`src/rtl/bcd_to_bin_if.sv`:
```
`default_nettype none
// ============================================================================
// Module   : bcd_to_bin_if
// Purpose  : Request/response bundle for the BCD-to-binary converter.
//            master : issues start_i with tens_i/ones_i and observes results
//            slave  : the converter; returns bin_o, valid_o, busy_o, err_o
// Signals  : start_i  conversion request
//            tens_i   BCD tens digit (0-9)
//            ones_i   BCD ones digit (0-9)
//            bin_o    registered binary result
//            valid_o  one-cycle pulse, new bin_o
//            busy_o   conversion in progress
//            err_o    one-cycle pulse, request rejected (non-BCD digit)
// Revision : 1.0 - initial release
// ============================================================================
interface bcd_to_bin_if #(
    parameter int N_SHIFT = 7
);
    logic               start_i;
    logic [3:0]         tens_i;
    logic [3:0]         ones_i;
    logic [N_SHIFT-1:0] bin_o;
    logic               valid_o;
    logic               busy_o;
    logic               err_o;

    modport master (
        output start_i, tens_i, ones_i,
        input  bin_o, valid_o, busy_o, err_o
    );

    modport slave (
        input  start_i, tens_i, ones_i,
        output bin_o, valid_o, busy_o, err_o
    );
endinterface
`default_nettype wire

```
`src/rtl/bcd_to_bin.sv`:
```
`default_nettype none
// ============================================================================
// Module   : bcd_to_bin
// Purpose  : Two-digit BCD to binary converter using a sequential reverse
//            double-dabble: one shift/correct step per clock, N_SHIFT steps
//            per conversion, one result every N_SHIFT+1 cycles.
// Ports    : clk_i  system clock (rising edge)
//            rst_i  asynchronous active-low reset
//            bus    bcd_to_bin_if.slave (start/tens/ones in,
//                   bin/valid/busy/err out)
// Revision : 1.0 - initial release
// ============================================================================
module bcd_to_bin #(
    parameter int N_SHIFT = 7
) (
    input  wire logic  clk_i,
    input  wire logic  rst_i,
    bcd_to_bin_if.slave bus
);
    localparam int CNT_W = $clog2(N_SHIFT + 1);

    localparam logic [0:0] c_idle  = 1'b0;
    localparam logic [0:0] c_shift = 1'b1;

    logic [0:0]         r_state;
    logic [7:0]         r_bcd;
    logic [N_SHIFT-1:0] r_acc;
    logic [CNT_W-1:0]   r_cnt;
    logic [N_SHIFT-1:0] r_bin;
    logic               r_valid;
    logic               r_err;

    logic               w_legal;
    logic [7:0]         w_bcd_sh;
    logic [7:0]         w_bcd_next;
    logic [N_SHIFT-1:0] w_acc_next;

    assign w_legal = (bus.tens_i <= 4'd9) && (bus.ones_i <= 4'd9);

    // Right shift of {bcd, acc}: the bcd LSB drops into the accumulator MSB.
    assign w_bcd_sh   = {1'b0, r_bcd[7:1]};
    assign w_acc_next = {r_bcd[0], r_acc[N_SHIFT-1:1]};

    // A shifted nibble >= 8 means a "ten" moved down from the digit above
    // as binary weight 8; subtracting 3 restores its decimal weight of 5.
    generate
        for (genvar g = 0; g < 2; g++) begin : g_nibble
            assign w_bcd_next[g*4 +: 4] = (w_bcd_sh[g*4 +: 4] >= 4'd8) ?
                                          (w_bcd_sh[g*4 +: 4] - 4'd3) :
                                           w_bcd_sh[g*4 +: 4];
        end
    endgenerate

    always_ff @(posedge clk_i or negedge rst_i) begin
        if (!rst_i) begin
            r_state <= c_idle;
            r_bcd   <= '0;
            r_acc   <= '0;
            r_cnt   <= '0;
            r_bin   <= '0;
            r_valid <= 1'b0;
            r_err   <= 1'b0;
        end else begin
            r_valid <= 1'b0;
            r_err   <= 1'b0;
            case (r_state)
                c_idle: begin
                    if (bus.start_i) begin
                        if (w_legal) begin
                            r_bcd   <= {bus.tens_i, bus.ones_i};
                            r_acc   <= '0;
                            r_cnt   <= CNT_W'(N_SHIFT);
                            r_state <= c_shift;
                        end else begin
                            r_err   <= 1'b1;
                        end
                    end
                end
                c_shift: begin
                    r_bcd <= w_bcd_next;
                    r_acc <= w_acc_next;
                    r_cnt <= r_cnt - CNT_W'(1);
                    // Last step: publish the accumulator as it leaves this step.
                    if (r_cnt == CNT_W'(1)) begin
                        r_bin   <= w_acc_next;
                        r_valid <= 1'b1;
                        r_state <= c_idle;
                    end
                end
                default: r_state <= c_idle;
            endcase
        end
    end

    assign bus.bin_o   = r_bin;
    assign bus.valid_o = r_valid;
    assign bus.err_o   = r_err;
    assign bus.busy_o  = (r_state == c_shift);

endmodule
`default_nettype wire

```
`src/flat_wrapper.sv`:
```
// flat-port wrapper written by rule: the top's interface ports become plain ports
module bcd_to_bin_flat 
#(
    parameter int N_SHIFT = 7
)
  (clk_i, rst_i, bus_start_i, bus_tens_i, bus_ones_i, bus_bin_o, bus_valid_o, bus_busy_o, bus_err_o);
  bcd_to_bin_if #(.N_SHIFT(N_SHIFT)) bus_i ();
  input  wire logic clk_i;
  input  wire logic rst_i;
  input wire logic [$bits(bus_i.start_i)-1:0] bus_start_i;
  input wire logic [$bits(bus_i.tens_i)-1:0] bus_tens_i;
  input wire logic [$bits(bus_i.ones_i)-1:0] bus_ones_i;
  output wire logic [$bits(bus_i.bin_o)-1:0] bus_bin_o;
  output wire logic [$bits(bus_i.valid_o)-1:0] bus_valid_o;
  output wire logic [$bits(bus_i.busy_o)-1:0] bus_busy_o;
  output wire logic [$bits(bus_i.err_o)-1:0] bus_err_o;
  assign bus_i.start_i = bus_start_i;
  assign bus_i.tens_i = bus_tens_i;
  assign bus_i.ones_i = bus_ones_i;
  assign bus_bin_o = bus_i.bin_o;
  assign bus_valid_o = bus_i.valid_o;
  assign bus_busy_o = bus_i.busy_o;
  assign bus_err_o = bus_i.err_o;
  bcd_to_bin #(.N_SHIFT(N_SHIFT)) u_core (.clk_i(clk_i), .rst_i(rst_i), .bus(bus_i));
endmodule
```
`config.mk`:
```
export PLATFORM = sky130hd
export DESIGN_NAME = bcd_to_bin_flat
export DESIGN_NICKNAME = d
export VERILOG_FILES = /design/src/rtl/bcd_to_bin_if.sv /design/src/rtl/bcd_to_bin.sv /design/src/flat_wrapper.sv
export SDC_FILE = /design/constraint.sdc
export NUM_CORES = 1
export LEC_CHECK = 0
export ABC_AREA = 1
export CAP_MARGIN = 20
export CORE_AREA = 2 2 73 47
export DETAILED_ROUTE_END_ITERATION = 6
export DIE_AREA = 0 0 75 49
export GPL_TIMING_DRIVEN = 0
export PLACE_DENSITY = 0.83
export SYNTH_ARGS = -nofsm -noshare
export SYNTH_HDL_FRONTEND = slang
export SYNTH_SLANG_ARGS = --single-unit
```
`constraint.sdc`:
```
create_clock -name clk_i -period 1.15 [get_ports clk_i]
set_input_delay 0.2875 -clock clk_i [delete_from_list [all_inputs] [get_ports clk_i]]
set_output_delay 0.2875 -clock clk_i [all_outputs]
set_load 0.01 [all_outputs]
```
# Word-level counts from Yosys, hierarchy flattened
# Index checks and enable logic that the tools add are counted.
[totals]
inputBits = 11
word_cells = 41
reg_bits = 28
out_inout_bits = 10
[op_classes]
addsub = 3
magnitude_cmp = 4
n_reduce_logical = 3
bitwise = 1
muxes = 20
eq_ne = 3
[op_table]
columns = ["op", "n"]
rows = [
  ["$mux W8", 2],
  ["$pmux W8 S2", 1],
  ["$mux W7", 2],
  ["$pmux W7 S2", 1],
  ["$le A4 B4 Y1 const B", 2],
  ["$mux W1", 8],
  ["$mux W4", 2],
  ["$mux W3", 2],
  ["$pmux W3 S2", 1],
  ["$ge A3 B4 Y1 const B", 1],
  ["$ge A4 B4 Y1 const B", 1],
  ["$reduce_and A2 Y1", 2],
  ["$sub A3 B2 Y4 const B", 1],
  ["$sub A4 B2 Y4 const B", 1],
  ["$eq A3 B1 Y1 const B", 1],
  ["$sub A3 B1 Y3 const B", 1],
  ["$ne A2 B1 Y1 const B", 1],
  ["$ne A2 B2 Y1 const B", 1],
  ["$pmux W1 S2", 1],
  ["$logic_and A1 B1 Y1", 1],
  ["$not A1 Y1", 1],
]

# Depth between registers and ports, before layout
# Gate-level depths: netlist of run 1.
[depth]
depth_word = 5
depth_mapped = 8

# Worst setup path before layout of run 1
# No wires, ideal clock.
[synth_path]
kind = "flip-flop to flip-flop"
from = "reg u_core.r_bcd[1]"
to = "reg u_core.r_bcd[1]"
setup_ns = 0.117
path_buffers = 0
arrival_ns = 1.018
period_less_slack_ns = 1.134
setup_slack_ns = 0.016
path_stages_with_launch = 9
cell_sequence = "dfrtp_1 -> inv_1 -> ha_1 -> nand2_1 -> o21ai_0 -> nand2_1 -> nand2_1 -> nand2_1 -> nand2_1"
[synth_via]
elab_chain_len = 3
elab_cells_between_ends = 4
[synth_rtl]
columns = ["element", "line_no", "rtl"]
rows = [
  ["start, declared", "bcd_to_bin.sv:26", "logic [7:0] r_bcd;"],
  ["start signal, assigned", "bcd_to_bin.sv:70", "r_bcd <= {bus.tens_i, bus.ones_i};"],
  ["start signal, assigned", "bcd_to_bin.sv:80", "r_bcd <= w_bcd_next;"],
  ["$sub A4 B2 Y4 / $ge A4 B4 Y1 (equally long branches)", "bcd_to_bin.sv:49, bcd_to_bin.sv:48", ""],
  ["$mux W4 (*)", "bcd_to_bin.sv:48", "assign w_bcd_next[g*4 +: 4] = (w_bcd_sh[g*4 +: 4] >= 4'd8) ?"],
  ["$pmux W8 S2 (*)", "bcd_to_bin.sv:66", "case (r_state)"],
]
# Mark *: on every way between the ends. The rest lies on a longest branch, timed or not.
# A chain may end at the register's enable or synchronous reset.

# Worst setup path after layout of run 1
[layout_path]
from = "reg u_core.r_state, in the netlist u_core.bus.busy_o"
to = "out bus_busy_o"
[layout_lines]
columns = ["element", "line_no", "rtl"]
rows = [
  ["start, declared", "bcd_to_bin.sv:25", "logic [0:0] r_state;"],
  ["start signal, assigned", "bcd_to_bin.sv:56", "r_state <= c_idle;"],
  ["start signal, assigned", "bcd_to_bin.sv:73", "r_state <= c_shift;"],
  ["start signal, assigned", "bcd_to_bin.sv:87", "r_state <= c_idle;"],
  ["end, declared", "flat_wrapper.sv:15", "output wire logic [$bits(bus_i.busy_o)-1:0] bus_busy_o;"],
]
# No word-level cell between the ends.

==> results of run 1 <==
==> area by class of cell <==
cell class                      count  area, um^2
Inverter                           10        50.0
Fill cell                         257        1210
Tap cell                           45        56.3
Multi-Input combinational cell    117         653
Buffer                              5        65.1
Sequential cell                    27         676
Timing Repair inverter              1        6.26
Clock buffer                        4        45.0
Timing Repair Buffer               35         302
==> state kept, by name (all words and copies together) (netlist names) <==
| signal | cells |
|---|---|
| u_core.r_bcd | 8 |
| u_core.bus.bin_o | 7 |
| u_core.r_acc | 6 |
| u_core.r_cnt | 3 |
| u_core.bus.busy_o | 1 |
| u_core.bus.err_o | 1 |
| u_core.bus.valid_o | 1 |
==> stage by stage <==
| step | hold WS [ns] | utilization, % | power, uW |
|---|---|---|---|
| floorplan | -0.00809 | - | 2840 |
| global placement | 0.466 | 53.0 | 3390 |
| detailed placement | 0.472 | 53.9 | 3470 |
| CTS | 0.352 | 57.9 | 4070 |
| global route | 0.349 | 60.5 | 4670 |
| finish | 0.338 | 60.5 | 4320 |
==> report_power, final <==
part / internal, uW / total (uW) / switching (uW)
Clock: 248 / 516 / 269
Combinational: 957 / 2140 / 1180
Sequential: 1350 / 1660 / 312
==> kinds of logic after synthesis <==
kind of cell             Yosys count  share of synthesized area, %
AO/OA/AOI/OAI                      8                          4.30
adder cells (fa/ha/maj)            4                          3.66
buffers and inverters             15                          6.40
flip-flops                        27                          49.4
AND/OR/NAND/NOR                  104                          36.2
==> cell usage in the layout, fill, tap and decap left out, drive strengths merged <==
master / instances
nand2: 79
buf: 29
dfrtp: 27
nand3: 23
inv: 11
dlygate4sd2: 6
clkbuf: 5
o21ai: 5
ha: 4
clkdlybuf4s50: 3
a21oi: 3
and2: 1
nor3: 1
nor2: 1
dlymetal6s2s: 1
==> worst reg2reg max path, cell delays in order (launching register included) <==
cell and delay, ns:
sky130_fd_sc_hd__dfrtp_1 0.41, sky130_fd_sc_hd__inv_2 0.09, sky130_fd_sc_hd__ha_4 0.20, sky130_fd_sc_hd__nand2_1 0.05
sky130_fd_sc_hd__o21ai_1 0.06, sky130_fd_sc_hd__nand2_1 0.06, sky130_fd_sc_hd__nand2_1 0.04, sky130_fd_sc_hd__nand2_1 0.05
sky130_fd_sc_hd__nand2_1 0.04
==> repair_timing <==
action                                  4_1_cts  5_1_grt
pin swaps                                     3        2
endpoints found under the setup margin       33       21
gates cloned                                  1        2
buffers inserted                              9        4
resized for setup                            54       12
==> per-layer routing <==
metal / up-vias / part of all wire, % / global-route usage [%]
li1: 590 / - / -
met5: - / 0 / 0
met2: 14 / 44 / 25.0
met1: 542 / 52 / 23.2
met4: 0 / 0 / 0.893
met3: 0 / 3.5 / 5.58
==> worst max-delay path by stage <==
stage | slack, ns | start | endpoint | cells past startpoint
3_5_place_dp | -0.38 | bus_ones_i[1] | u_core.r_cnt[1]$_DFFE_PN0P_ | 6
4_1_cts | 0.007 | u_core.r_cnt[1]$_DFFE_PN0P_ | u_core.bus.bin_o[6]$_DFFE_PN0P_ | 6
3_3_place_gp | -0.56 | rst_i | u_core.bus.err_o$_DFF_PN0_ | 1
6_report | 0.04 | u_core.bus.busy_o$_DFF_PN0_ | bus_busy_o | 1
5_1_grt | -0.02 | u_core.bus.busy_o$_DFF_PN0_ | u_core.r_bcd[0]$_DFFE_PN0P_ | 7
2_1_floorplan | 0.02 | u_core.r_bcd[1]$_DFFE_PN0P_ | u_core.r_bcd[1]$_DFFE_PN0P_ | 8
==> metrics.txt, run 1 <==
# TYPE chip_impl_metric gauge
chip_impl_info{name="run_status",value="complete, no violations"} 1
chip_impl_metric{name="post_cts_clock_slew_at_the_launch_and_capture_registers_of_the_worst_setup_and_hold_paths",unit="ns"} 0.09
chip_impl_metric{name="dp_hpwl",unit="um"} 1890
chip_impl_metric{name="netlist_instances",unit=""} 158
chip_impl_metric{name="number_of_warnings_reported_in_the_yosys_synthesis_log",unit=""} 0
chip_impl_metric{name="cts_htree_levels",unit=""} 1
chip_impl_metric{name="tritoncts_num_sinks",unit=""} 27
chip_impl_metric{name="cells_on_worst_reg2reg_path",unit=""} 8
chip_impl_info{name="worstPathCellList",value="buf_2"} 1
chip_impl_metric{name="final_critical_path_setup_slack",unit="ns"} 0.0370
chip_impl_info{name="timing.hold.worst.class",value="primary input to asynchronous set/reset pin"} 1
chip_impl_metric{name="detail_route.drc_violations",unit=""} 0
chip_impl_info{name="critical-path-slowest-cell",value="sky130_fd_sc_hd__dfrtp_1"} 1
chip_impl_metric{name="core_area",unit="um^2"} 3060
chip_impl_metric{name="grt_overflow",unit=""} 0
chip_impl_metric{name="initialDrtViolationCount",unit=""} 103
chip_impl_metric{name="drt_wl_cell",unit="um"} 11.8
chip_impl_info{name="cp-start-kind",value="flip-flop"} 1
chip_impl_metric{name="crit_required",unit="ns"} 0.86
chip_impl_metric{name="clk_latency",unit="ns"} 0.27
chip_impl_info{name="synth_largest_area_cell",value="sky130_fd_sc_hd__dfrtp_1"} 1
chip_impl_metric{name="chipWidth",unit="um"} 75
chip_impl_metric{name="timing.reg2reg.setup_slack",unit="ns"} 0.04
chip_impl_metric{name="fp.dieH",unit="um"} 49
chip_impl_info{name="ys.flop_type",value="sky130_fd_sc_hd__dfrtp_1"} 1
chip_impl_metric{name="gp_routability_congestion",unit=""} 0.737
chip_impl_metric{name="syn_avg_cell_area",unit="um^2"} 8.66
chip_impl_metric{name="top_level_ports",unit=""} 21
chip_impl_metric{name="finalHoldViolations",unit=""} 0
chip_impl_metric{name="synth_area",unit="um^2"} 1370
chip_impl_metric{name="cp_num_buf_inv",unit=""} 1
chip_impl_metric{name="area_overhead_vs_synth",unit="%"} 35.5
chip_impl_metric{name="synth_sequential_area_ratio",unit="%"} 49.4
chip_impl_info{name="synth.top_cells.by_count",value="sky130_fd_sc_hd__nand2_1 (78), sky130_fd_sc_hd__dfrtp_1 (27), sky130_fd_sc_hd__nand3_1 (11), sky130_fd_sc_hd__nand3_2 (9), sky130_fd_sc_hd__inv_1 (8)"} 1
chip_impl_metric{name="die-area",unit="um^2"} 3680
chip_impl_info{name="critical_path_type",value="flip-flop to primary output"} 1
chip_impl_metric{name="vias_per_cell",unit=""} 4.70
chip_impl_metric{name="min_period_over_period",unit="%"} 96.8
chip_impl_metric{name="worst-endpoint-arrival",unit="ns"} 0.83
chip_impl_info{name="timing.critical_path.to_type",value="primary output"} 1
chip_impl_metric{name="postLayoutCellArea",unit="um^2"} 1850
chip_impl_metric{name="crit_path_max_incr_delay",unit="ns"} 0.41
chip_impl_metric{name="peakVddDrop",unit="mV"} 1.08
chip_impl_metric{name="placementRows",unit=""} 16
chip_impl_metric{name="drive_above_1_share",unit="%"} 29.1
chip_impl_metric{name="start_util",unit="%"} 44.6
chip_impl_info{name="synth.top_cells.by_area",value="sky130_fd_sc_hd__dfrtp_1 (49%), sky130_fd_sc_hd__nand2_1 (21%), sky130_fd_sc_hd__nand3_2 (6.6%)"} 1
chip_impl_metric{name="synth.lib_cells_used.distinct",unit=""} 19
chip_impl_metric{name="insertedDiodeCount",unit=""} 0
chip_impl_metric{name="timing.final.crit_period",unit="ns"} 1.11
chip_impl_metric{name="timing_max_transition_violations_final",unit=""} 0
chip_impl_metric{name="max-clock-path-buffers",unit=""} 2
chip_impl_metric{name="final_cell_count_no_fill",unit=""} 244
chip_impl_metric{name="worst_slew_margin_rel",unit="%"} 68.3
chip_impl_metric{name="leakagePower",unit="uW"} 0.000978
chip_impl_metric{name="synthesis.nets",unit=""} 173
chip_impl_metric{name="placed_cells",unit=""} 224
chip_impl_metric{name="fmaxAchievable",unit="GHz"} 0.898
chip_impl_metric{name="antenna_found_initial",unit=""} 0
chip_impl_info{name="worst_path_dominant_cell_family",value="flip-flops"} 1
chip_impl_metric{name="vias",unit=""} 1146
chip_impl_metric{name="worst_path_max_fanout",unit=""} 2
chip_impl_metric{name="worstMarginPinSlew",unit="ns"} 0.475
chip_impl_metric{name="pin_count_of_the_biggest_net_entering_global_routing",unit=""} 20
chip_impl_metric{name="yosysTopAreaCellShare",unit="%"} 49.4
chip_impl_metric{name="post_detailed_route_count_of_antenna_violating_nets",unit=""} 0
chip_impl_metric{name="synth-edff-count",unit=""} 0
chip_impl_metric{name="timing.final.setup_violations",unit=""} 0
chip_impl_metric{name="drt_pre_antenna_iters",unit=""} 4
chip_impl_info{name="unrepaired_setup_endpoints_after_global_routing",value="true"} 1
chip_impl_info{name="clock_tree.root_cell",value="sky130_fd_sc_hd__clkbuf_8"} 1
chip_impl_metric{name="timing.max_cap.violations",unit=""} 0
chip_impl_metric{name="setup_clock_skew_after_layout",unit="ns"} 0.00401
chip_impl_metric{name="grt_first_pass_wirelength",unit="um"} 4560
chip_impl_metric{name="synth-seq-cells",unit=""} 27
chip_impl_metric{name="power-per-cell-area",unit="nW/um^2"} 2330
chip_impl_metric{name="port_buffers",unit=""} 20
chip_impl_info{name="cts_tree",value="yes"} 1
chip_impl_info{name="critical_path.reg2reg.endpoint",value="u_core.r_bcd[1]$_DFFE_PN0P_"} 1
chip_impl_metric{name="grt_util_all_layers",unit="%"} 16.2
chip_impl_metric{name="first_global_vias",unit=""} 1033
chip_impl_info{name="dominant_cell_by_count_in_the_synthesized_netlist",value="sky130_fd_sc_hd__nand2_1"} 1
chip_impl_metric{name="postSynth.asyncResetShare",unit="%"} 100
chip_impl_metric{name="post-place-ws",unit="ns"} -0.379
chip_impl_metric{name="wirelength",unit="um"} 2890
chip_impl_metric{name="placement.cell_area",unit="um^2"} 1650
chip_impl_metric{name="holdBufCountCts",unit=""} 0
chip_impl_metric{name="setup_tns",unit="ns"} 0
chip_impl_metric{name="cts-buffers-inserted",unit=""} 3
chip_impl_metric{name="design.final.nets",unit=""} 215
chip_impl_info{name="rr_startpoint",value="u_core.r_bcd[2]$_DFFE_PN0P_"} 1
Note: power is estimated with default switching activity, not from simulation.
==> run 2, diff against run 1 <==
--- a/config.mk
+++ b/config.mk
@@ -6,12 +6,13 @@
 export NUM_CORES = 1
 export LEC_CHECK = 0
 export ABC_AREA = 1
-export CAP_MARGIN = 20
+export CAP_MARGIN = 40
 export CORE_AREA = 2 2 73 47
 export DETAILED_ROUTE_END_ITERATION = 6
 export DIE_AREA = 0 0 75 49
 export GPL_TIMING_DRIVEN = 0
 export PLACE_DENSITY = 0.83
+export REMOVE_ABC_BUFFERS = 1
 export SYNTH_ARGS = -nofsm -noshare
 export SYNTH_HDL_FRONTEND = slang
 export SYNTH_SLANG_ARGS = --single-unit
==> metrics.txt, run 2 (synthesis gave the netlist of run 1 again) <==
# TYPE chip_impl_metric gauge
chip_impl_info{name="run_status",value="finished, violations left"} 1
chip_impl_info{name="violations_in_the_final_reports",value="negative setup slack"} 1
chip_impl_metric{name="die-area",unit="um^2"} 3680
chip_impl_metric{name="initialDrtViolationCount",unit=""} 89
chip_impl_info{name="worstPathCellList",value="buf_6"} 1
chip_impl_info{name="critical-path-slowest-cell",value="sky130_fd_sc_hd__dfrtp_4"} 1
chip_impl_metric{name="worst_slew_margin_rel",unit="%"} 68.2
chip_impl_metric{name="flip_flop_count_of_the_largest_register_after_layout",unit=""} 8
chip_impl_info{name="worst_path_dominant_cell_family",value="flip-flops"} 1
chip_impl_metric{name="drt_wl_cell",unit="um"} 13.4
chip_impl_metric{name="leakagePower",unit="uW"} 0.000969
chip_impl_metric{name="p_clk_share",unit="%"} 12.4
chip_impl_info{name="top_layer",value="met4"} 1
chip_impl_metric{name="dp_hpwl",unit="um"} 1840
chip_impl_info{name="cts_tree",value="yes"} 1
chip_impl_metric{name="grt_overflow",unit=""} 0
chip_impl_metric{name="routed-wl-met3",unit="um"} 180
chip_impl_metric{name="post_cts_clock_slew_at_the_launch_and_capture_registers_of_the_worst_setup_and_hold_paths",unit="ns"} 0.10
chip_impl_metric{name="clk_latency",unit="ns"} 0.27
chip_impl_metric{name="final_critical_path_setup_slack",unit="ns"} -0.0511
chip_impl_info{name="final_common_cell",value="sky130_fd_sc_hd__nand2_1"} 1
chip_impl_metric{name="design.final.nets",unit=""} 212
chip_impl_metric{name="start_util",unit="%"} 44.6
chip_impl_metric{name="area_overhead_vs_synth",unit="%"} 33.3
chip_impl_metric{name="core_area",unit="um^2"} 3060
chip_impl_metric{name="gp_routability_congestion",unit=""} 0.737
chip_impl_info{name="clock_tree.root_cell",value="sky130_fd_sc_hd__clkbuf_8"} 1
chip_impl_metric{name="power-per-cell-area",unit="nW/um^2"} 2420
chip_impl_metric{name="filler_cell_count",unit=""} 295
chip_impl_info{name="cp-start-kind",value="flip-flop"} 1
chip_impl_metric{name="setup_clock_skew_after_layout",unit="ns"} 0.00659
chip_impl_info{name="leading_cell_types_in_the_layout_fill_and_taps_excluded",value="sky130_fd_sc_hd__nand2_1 (78), sky130_fd_sc_hd__dfrtp_1 (25), sky130_fd_sc_hd__nand3_2 (11), sky130_fd_sc_hd__nand3_1 (10), sky130_fd_sc_hd__buf_4 (10)"} 1
chip_impl_metric{name="finalHoldViolations",unit=""} 0
chip_impl_metric{name="cts-buffers-inserted",unit=""} 3
chip_impl_metric{name="peakVddDrop",unit="mV"} 1.38
chip_impl_metric{name="power.share.sequential",unit="%"} 38.4
chip_impl_metric{name="grt_util_all_layers",unit="%"} 17.7
chip_impl_metric{name="cts_htree_levels",unit=""} 1
chip_impl_info{name="timing.critical_path.to_type",value="primary output"} 1
chip_impl_metric{name="routedLengthMet1",unit="um"} 1520
chip_impl_metric{name="cp_num_buf_inv",unit=""} 1
chip_impl_metric{name="port_buffers",unit=""} 20
chip_impl_metric{name="post_detailed_route_count_of_antenna_violating_nets",unit=""} 0
chip_impl_metric{name="worst-endpoint-arrival",unit="ns"} 0.91
chip_impl_metric{name="tritoncts_num_sinks",unit=""} 27
chip_impl_metric{name="fp.dieH",unit="um"} 49
chip_impl_metric{name="worstMarginPinSlew",unit="ns"} 0.476
chip_impl_metric{name="holdBufCountCts",unit=""} 0
chip_impl_metric{name="crit_required",unit="ns"} 0.86
chip_impl_metric{name="max-clock-path-buffers",unit=""} 2
chip_impl_metric{name="worst_hold_slack",unit="ns"} 0.320
chip_impl_metric{name="min_period_over_period",unit="%"} 104
chip_impl_metric{name="pin_count_of_the_biggest_net_entering_global_routing",unit=""} 19
chip_impl_metric{name="power_switching_share",unit="%"} 41.9
chip_impl_metric{name="setup_tns",unit="ns"} -0.0910
chip_impl_info{name="critical_path_type",value="flip-flop to primary output"} 1
chip_impl_metric{name="timing.final.crit_period",unit="ns"} 1.20
chip_impl_metric{name="crit_path_max_incr_delay",unit="ns"} 0.52
chip_impl_info{name="max_flop_register",value="u_core.r_bcd"} 1
chip_impl_metric{name="antenna_found_initial",unit=""} 0
chip_impl_info{name="timing.hold.worst.class",value="primary input to flip-flop"} 1
chip_impl_metric{name="drt_pre_antenna_iters",unit=""} 4
chip_impl_metric{name="detailroute.wirelength.met2",unit="um"} 1510
chip_impl_metric{name="drive_above_1_share",unit="%"} 30.6
chip_impl_metric{name="vias_per_cell",unit=""} 4.83
chip_impl_metric{name="timing_max_transition_violations_final",unit=""} 0
chip_impl_metric{name="timing.max_cap.violations",unit=""} 0
chip_impl_metric{name="top_level_ports",unit=""} 21
chip_impl_metric{name="internal-power",unit="uW"} 2560
chip_impl_metric{name="fmaxAchievable",unit="GHz"} 0.833
chip_impl_metric{name="placementRows",unit=""} 16
chip_impl_metric{name="timing.final.setup_violations",unit=""} 2
chip_impl_metric{name="insertedDiodeCount",unit=""} 0
chip_impl_metric{name="switchingPower",unit="uW"} 1850
chip_impl_metric{name="chipWidth",unit="um"} 75
chip_impl_metric{name="first_global_vias",unit=""} 1099
chip_impl_metric{name="detail_route.drc_violations",unit=""} 0
chip_impl_metric{name="worst_path_max_fanout",unit=""} 2
chip_impl_metric{name="wirelength",unit="um"} 3220
chip_impl_metric{name="power_frac_comb",unit="%"} 49.2
chip_impl_metric{name="vias",unit=""} 1165
chip_impl_info{name="unrepaired_setup_endpoints_after_global_routing",value="true"} 1
chip_impl_metric{name="grt_first_pass_wirelength",unit="um"} 5000
run 2: changes by cell type in the layout (fill, tap and decap cells not counted), moves of 2 or more:
cell                             previous run  this run
sky130_fd_sc_hd__buf_4                     13        10
sky130_fd_sc_hd__buf_16                     2         0
sky130_fd_sc_hd__buf_6                      3         5
sky130_fd_sc_hd__dfrtp_1                   27        25
sky130_fd_sc_hd__dlygate4sd2_1              6         4
sky130_fd_sc_hd__dlymetal6s2s_1             1         3
run 2: power by group through the flow:
stage	Combinational (uW)	Sequential, uW	Clock (uW)
after global routing	2430	1760	585
after global placement	1530	1750	0
after detailed placement	1600	1760	0
after floorplan	986	1750	0
final	2170	1700	546
after CTS	1850	1670	550
run 2: final timing paths:
kind	from	endpoint	slack [ns]	cells past startpoint
worst max register to register	u_core.bus.busy_o$_DFF_PN0_	u_core.r_bcd[1]$_DFFE_PN0P_	-0.04	6
worst min-delay path	bus_tens_i[3]	u_core.r_bcd[7]$_DFFE_PN0P_	0.32	3
worst min register to register	u_core.bus.bin_o[0]$_DFFE_PN0P_	u_core.bus.bin_o[0]$_DFFE_PN0P_	0.48	2
worst max-delay path	u_core.bus.busy_o$_DFF_PN0_	bus_busy_o	-0.05	1
min in group asynchronous	rst_i	u_core.bus.err_o$_DFF_PN0_	0.33	1
max in group asynchronous	rst_i	u_core.bus.busy_o$_DFF_PN0_	0.30	2
run 2: cell type report:
class	count	area (um^2)	share of cell area, %
flip-flops and latches	27	681	37.3
multi-input cells	117	657	36.0
repair buffers	36	314	17.2
well taps	45	56.3	3.09
inverters	10	55.1	3.02
clock buffers	4	45.0	2.47
repair inverters	2	15.0	0.824
run 2: per-stage QoR:
step / setup WS (ns) / area [um^2] / power, uW / std cells / utilization [%]
3_5_place_dp: -0.663 / 1590 / 3370 / 219 / 52.0
3_3_place_gp: -0.657 / 1580 / 3280 / 218 / 51.6
6_report: -0.0511 / 1820 / 4410 / 241 / 59.5
2_1_floorplan: -0.210 / 1320 / 2730 / 153 / -
4_1_cts: -0.0499 / 1710 / 4070 / 233 / 56.0
5_1_grt: -0.104 / 1820 / 4770 / 241 / 59.5
run 2: metal layers:
layer  up-vias  GRT usage (%)
met5         -              0
met4         0           2.98
met3         2           4.75
met2        32           27.3
met1       554           25.3
li1        577              -
run 2: what timing repair did:
action,in CTS,in global routing
pin swaps,6,4
setup buffers,8,7
resized for setup,57,18
endpoints found under the setup margin,37,28
gates cloned,2,1
==> run 3, diff against run 2 <==
--- a/config.mk
+++ b/config.mk
@@ -6,7 +6,6 @@
 export NUM_CORES = 1
 export LEC_CHECK = 0
 export ABC_AREA = 1
-export CAP_MARGIN = 40
 export CORE_AREA = 2 2 73 47
 export DETAILED_ROUTE_END_ITERATION = 6
 export DIE_AREA = 0 0 75 49
==> metrics.txt, run 3 (synthesis gave the netlist of run 1 again) <==
# TYPE chip_impl_metric gauge
chip_impl_metric{name="wirelength",unit="um"} 3550
chip_impl_metric{name="drt_wl_cell",unit="um"} 14.4
chip_impl_info{name="grt-busiest-layer",value="met2"} 1
chip_impl_metric{name="vias",unit=""} 1206
chip_impl_metric{name="antenna_found_initial",unit=""} 0
chip_impl_metric{name="start_util",unit="%"} 44.6
chip_impl_metric{name="grt.met2_usage",unit="%"} 33.3
chip_impl_metric{name="cp_num_buf_inv",unit=""} 1
chip_impl_metric{name="timing.final.crit_period",unit="ns"} 1.23
chip_impl_info{name="unrepaired_setup_endpoints_after_global_routing",value="true"} 1
chip_impl_metric{name="design.final.nets",unit=""} 217
chip_impl_metric{name="min_period_over_period",unit="%"} 107
chip_impl_metric{name="placement.cell_area",unit="um^2"} 1580
chip_impl_metric{name="cts_htree_levels",unit=""} 1
chip_impl_metric{name="leakagePower",unit="uW"} 0.00105
chip_impl_metric{name="grt_first_pass_wirelength",unit="um"} 5690
chip_impl_metric{name="cts-buffers-inserted",unit=""} 3
chip_impl_info{name="leading_cell_types_in_the_layout_fill_and_taps_excluded",value="sky130_fd_sc_hd__nand2_1 (58), sky130_fd_sc_hd__dfrtp_1 (26), sky130_fd_sc_hd__nand2_2 (16), sky130_fd_sc_hd__nand3_2 (12), sky130_fd_sc_hd__buf_4 (9)"} 1
chip_impl_metric{name="placementRows",unit=""} 16
chip_impl_metric{name="first_global_vias",unit=""} 1217
chip_impl_metric{name="drive_above_1_share",unit="%"} 42.3
chip_impl_metric{name="placed_cells",unit=""} 218
chip_impl_info{name="critical_path_type",value="flip-flop to primary output"} 1
chip_impl_metric{name="grt.met1_usage",unit="%"} 28.6
chip_impl_metric{name="grt_util_all_layers",unit="%"} 20.5
chip_impl_metric{name="postLayoutCellArea",unit="um^2"} 2060
chip_impl_metric{name="p_clk_share",unit="%"} 10.7
chip_impl_metric{name="fp.dieH",unit="um"} 49
chip_impl_metric{name="timing.max_cap.violations",unit=""} 0
chip_impl_metric{name="internal-power",unit="uW"} 2960
chip_impl_metric{name="cells_on_worst_reg2reg_path",unit=""} 8
chip_impl_metric{name="drt_pre_antenna_iters",unit=""} 4
chip_impl_metric{name="detail_route.drc_violations",unit=""} 0
chip_impl_info{name="timing.critical_path.to_type",value="primary output"} 1
chip_impl_metric{name="power_frac_comb",unit="%"} 54.5
chip_impl_info{name="run_status",value="finished, violations left"} 1
chip_impl_metric{name="worst_hold_slack",unit="ns"} 0.141
chip_impl_info{name="violations_in_the_final_reports",value="negative setup slack"} 1
chip_impl_metric{name="core_area",unit="um^2"} 3060
chip_impl_metric{name="final_cell_count_no_fill",unit=""} 246
chip_impl_metric{name="initialDrtViolationCount",unit=""} 72
chip_impl_metric{name="area_overhead_vs_synth",unit="%"} 50.3
chip_impl_metric{name="switchingPower",unit="uW"} 2090
chip_impl_info{name="worst_path_dominant_cell_family",value="flip-flops"} 1
chip_impl_metric{name="crit_required",unit="ns"} 0.86
chip_impl_metric{name="area.sequential",unit="um^2"} 679
chip_impl_metric{name="filler_cell_count",unit=""} 247
chip_impl_metric{name="finalHoldViolations",unit=""} 0
chip_impl_info{name="final_common_cell",value="sky130_fd_sc_hd__nand2_1"} 1
chip_impl_metric{name="worst_slew_margin_rel",unit="%"} 53.8
chip_impl_info{name="timing.hold.worst.class",value="primary input to asynchronous set/reset pin"} 1
chip_impl_metric{name="power-per-cell-area",unit="nW/um^2"} 2460
chip_impl_metric{name="worst_path_max_fanout",unit=""} 3
chip_impl_metric{name="final_critical_path_setup_slack",unit="ns"} -0.0804
chip_impl_metric{name="max-clock-path-buffers",unit=""} 2
chip_impl_metric{name="flip_flop_count_of_the_largest_register_after_layout",unit=""} 8
chip_impl_metric{name="setup_tns",unit="ns"} -0.238
chip_impl_info{name="max_flop_register",value="u_core.r_bcd"} 1
chip_impl_metric{name="setup_clock_skew_after_layout",unit="ns"} 0.000873
chip_impl_metric{name="port_buffers",unit=""} 20
chip_impl_metric{name="chipWidth",unit="um"} 75
chip_impl_metric{name="clk_latency",unit="ns"} 0.27
chip_impl_metric{name="pin_count_of_the_biggest_net_entering_global_routing",unit=""} 28
chip_impl_metric{name="timing_max_transition_violations_final",unit=""} 0
chip_impl_metric{name="cp_num_cells",unit=""} 1
chip_impl_metric{name="post_detailed_route_count_of_antenna_violating_nets",unit=""} 0
chip_impl_metric{name="groute.layer.met3.usage",unit="%"} 4.34
chip_impl_metric{name="die-area",unit="um^2"} 3680
chip_impl_info{name="worstPathCellList",value="buf_6"} 1
chip_impl_metric{name="power.share.sequential",unit="%"} 34.8
chip_impl_metric{name="grt_overflow",unit=""} 0
chip_impl_info{name="clock_tree.root_cell",value="sky130_fd_sc_hd__clkbuf_8"} 1
chip_impl_metric{name="worstMarginPinSlew",unit="ns"} 0.693
chip_impl_metric{name="vias_per_cell",unit=""} 4.90
chip_impl_metric{name="power_switching_share",unit="%"} 41.4
chip_impl_metric{name="multi_input_combinational_cell_area",unit="um^2"} 728
chip_impl_metric{name="post_cts_clock_slew_at_the_launch_and_capture_registers_of_the_worst_setup_and_hold_paths",unit="ns"} 0.09
chip_impl_metric{name="gp_routability_congestion",unit=""} 0.737
chip_impl_info{name="cts_tree",value="yes"} 1
chip_impl_metric{name="top_level_ports",unit=""} 21
chip_impl_metric{name="dp_hpwl",unit="um"} 1730
chip_impl_metric{name="peakVddDrop",unit="mV"} 1.19
chip_impl_metric{name="fmaxAchievable",unit="GHz"} 0.813
chip_impl_info{name="cp-start-kind",value="flip-flop"} 1
chip_impl_metric{name="worst-endpoint-arrival",unit="ns"} 0.94
chip_impl_metric{name="insertedDiodeCount",unit=""} 0
chip_impl_info{name="critical-path-slowest-cell",value="sky130_fd_sc_hd__dfrtp_4"} 1
chip_impl_metric{name="tritoncts_num_sinks",unit=""} 27
chip_impl_metric{name="timing.final.setup_violations",unit=""} 10
chip_impl_metric{name="crit_path_max_incr_delay",unit="ns"} 0.54
[run 3: worst paths after layout]
check	start	end	slack (ns)
worst min register to register	u_core.bus.bin_o[6]$_DFFE_PN0P_	u_core.bus.bin_o[6]$_DFFE_PN0P_	0.50
worst max register to register	u_core.r_bcd[2]$_DFFE_PN0P_	u_core.r_bcd[1]$_DFFE_PN0P_	-0.06
worst max-delay path	u_core.bus.busy_o$_DFF_PN0_	bus_busy_o	-0.08
min in group clk_i	bus_tens_i[1]	u_core.r_bcd[5]$_DFFE_PN0P_	0.37
max in group asynchronous	rst_i	u_core.bus.busy_o$_DFF_PN0_	0.49
worst min-delay path	rst_i	u_core.r_cnt[2]$_DFFE_PN0P_	0.14
[run 3: routing by layer]
layer | routed length [um] | up-vias
met1 | 1620 | 584
li1 | - | 588
met5 | 0 | -
met4 | 4 | 0
met3 | 175 | 2
met2 | 1750 | 32
[run 3: through the flow]
stage          util, %  total power [uW]  setup WS [ns]
2_1_floorplan        -              2730         -0.210
3_3_place_gp      51.6              3280         -0.657
3_5_place_dp      51.6              3340         -0.655
4_1_cts           63.2              4670        -0.0937
5_1_grt           67.1              5410         -0.126
6_report          67.1              5050        -0.0804
[run 3: power groups by stage]
stage | logic [uW] | registers, uW | clock network, uW
floorplan | 986 | 1750 | 0
global placement | 1530 | 1750 | 0
detailed placement | 1580 | 1760 | 0
CTS | 2440 | 1680 | 551
global route | 3020 | 1810 | 589
finish | 2750 | 1760 | 541
[run 3: layout make-up]
class	count	area share [%]
multi-input combinational	116	35.4
sequential	27	33.0
timing repair buffer	42	22.6
inverter	10	2.80
tap	45	2.74
clock buffer	4	2.19
timing repair inverter	2	1.22
[run 3: what timing repair did]
action | 4_1_cts | 5_1_grt
setup buffers | 17 | 3
cloned | 4 | 1
pin swaps | 10 | 13
hold buffers | 0 | 0
resized for setup | 82 | 32
setup endpoints to repair | 64 | 28
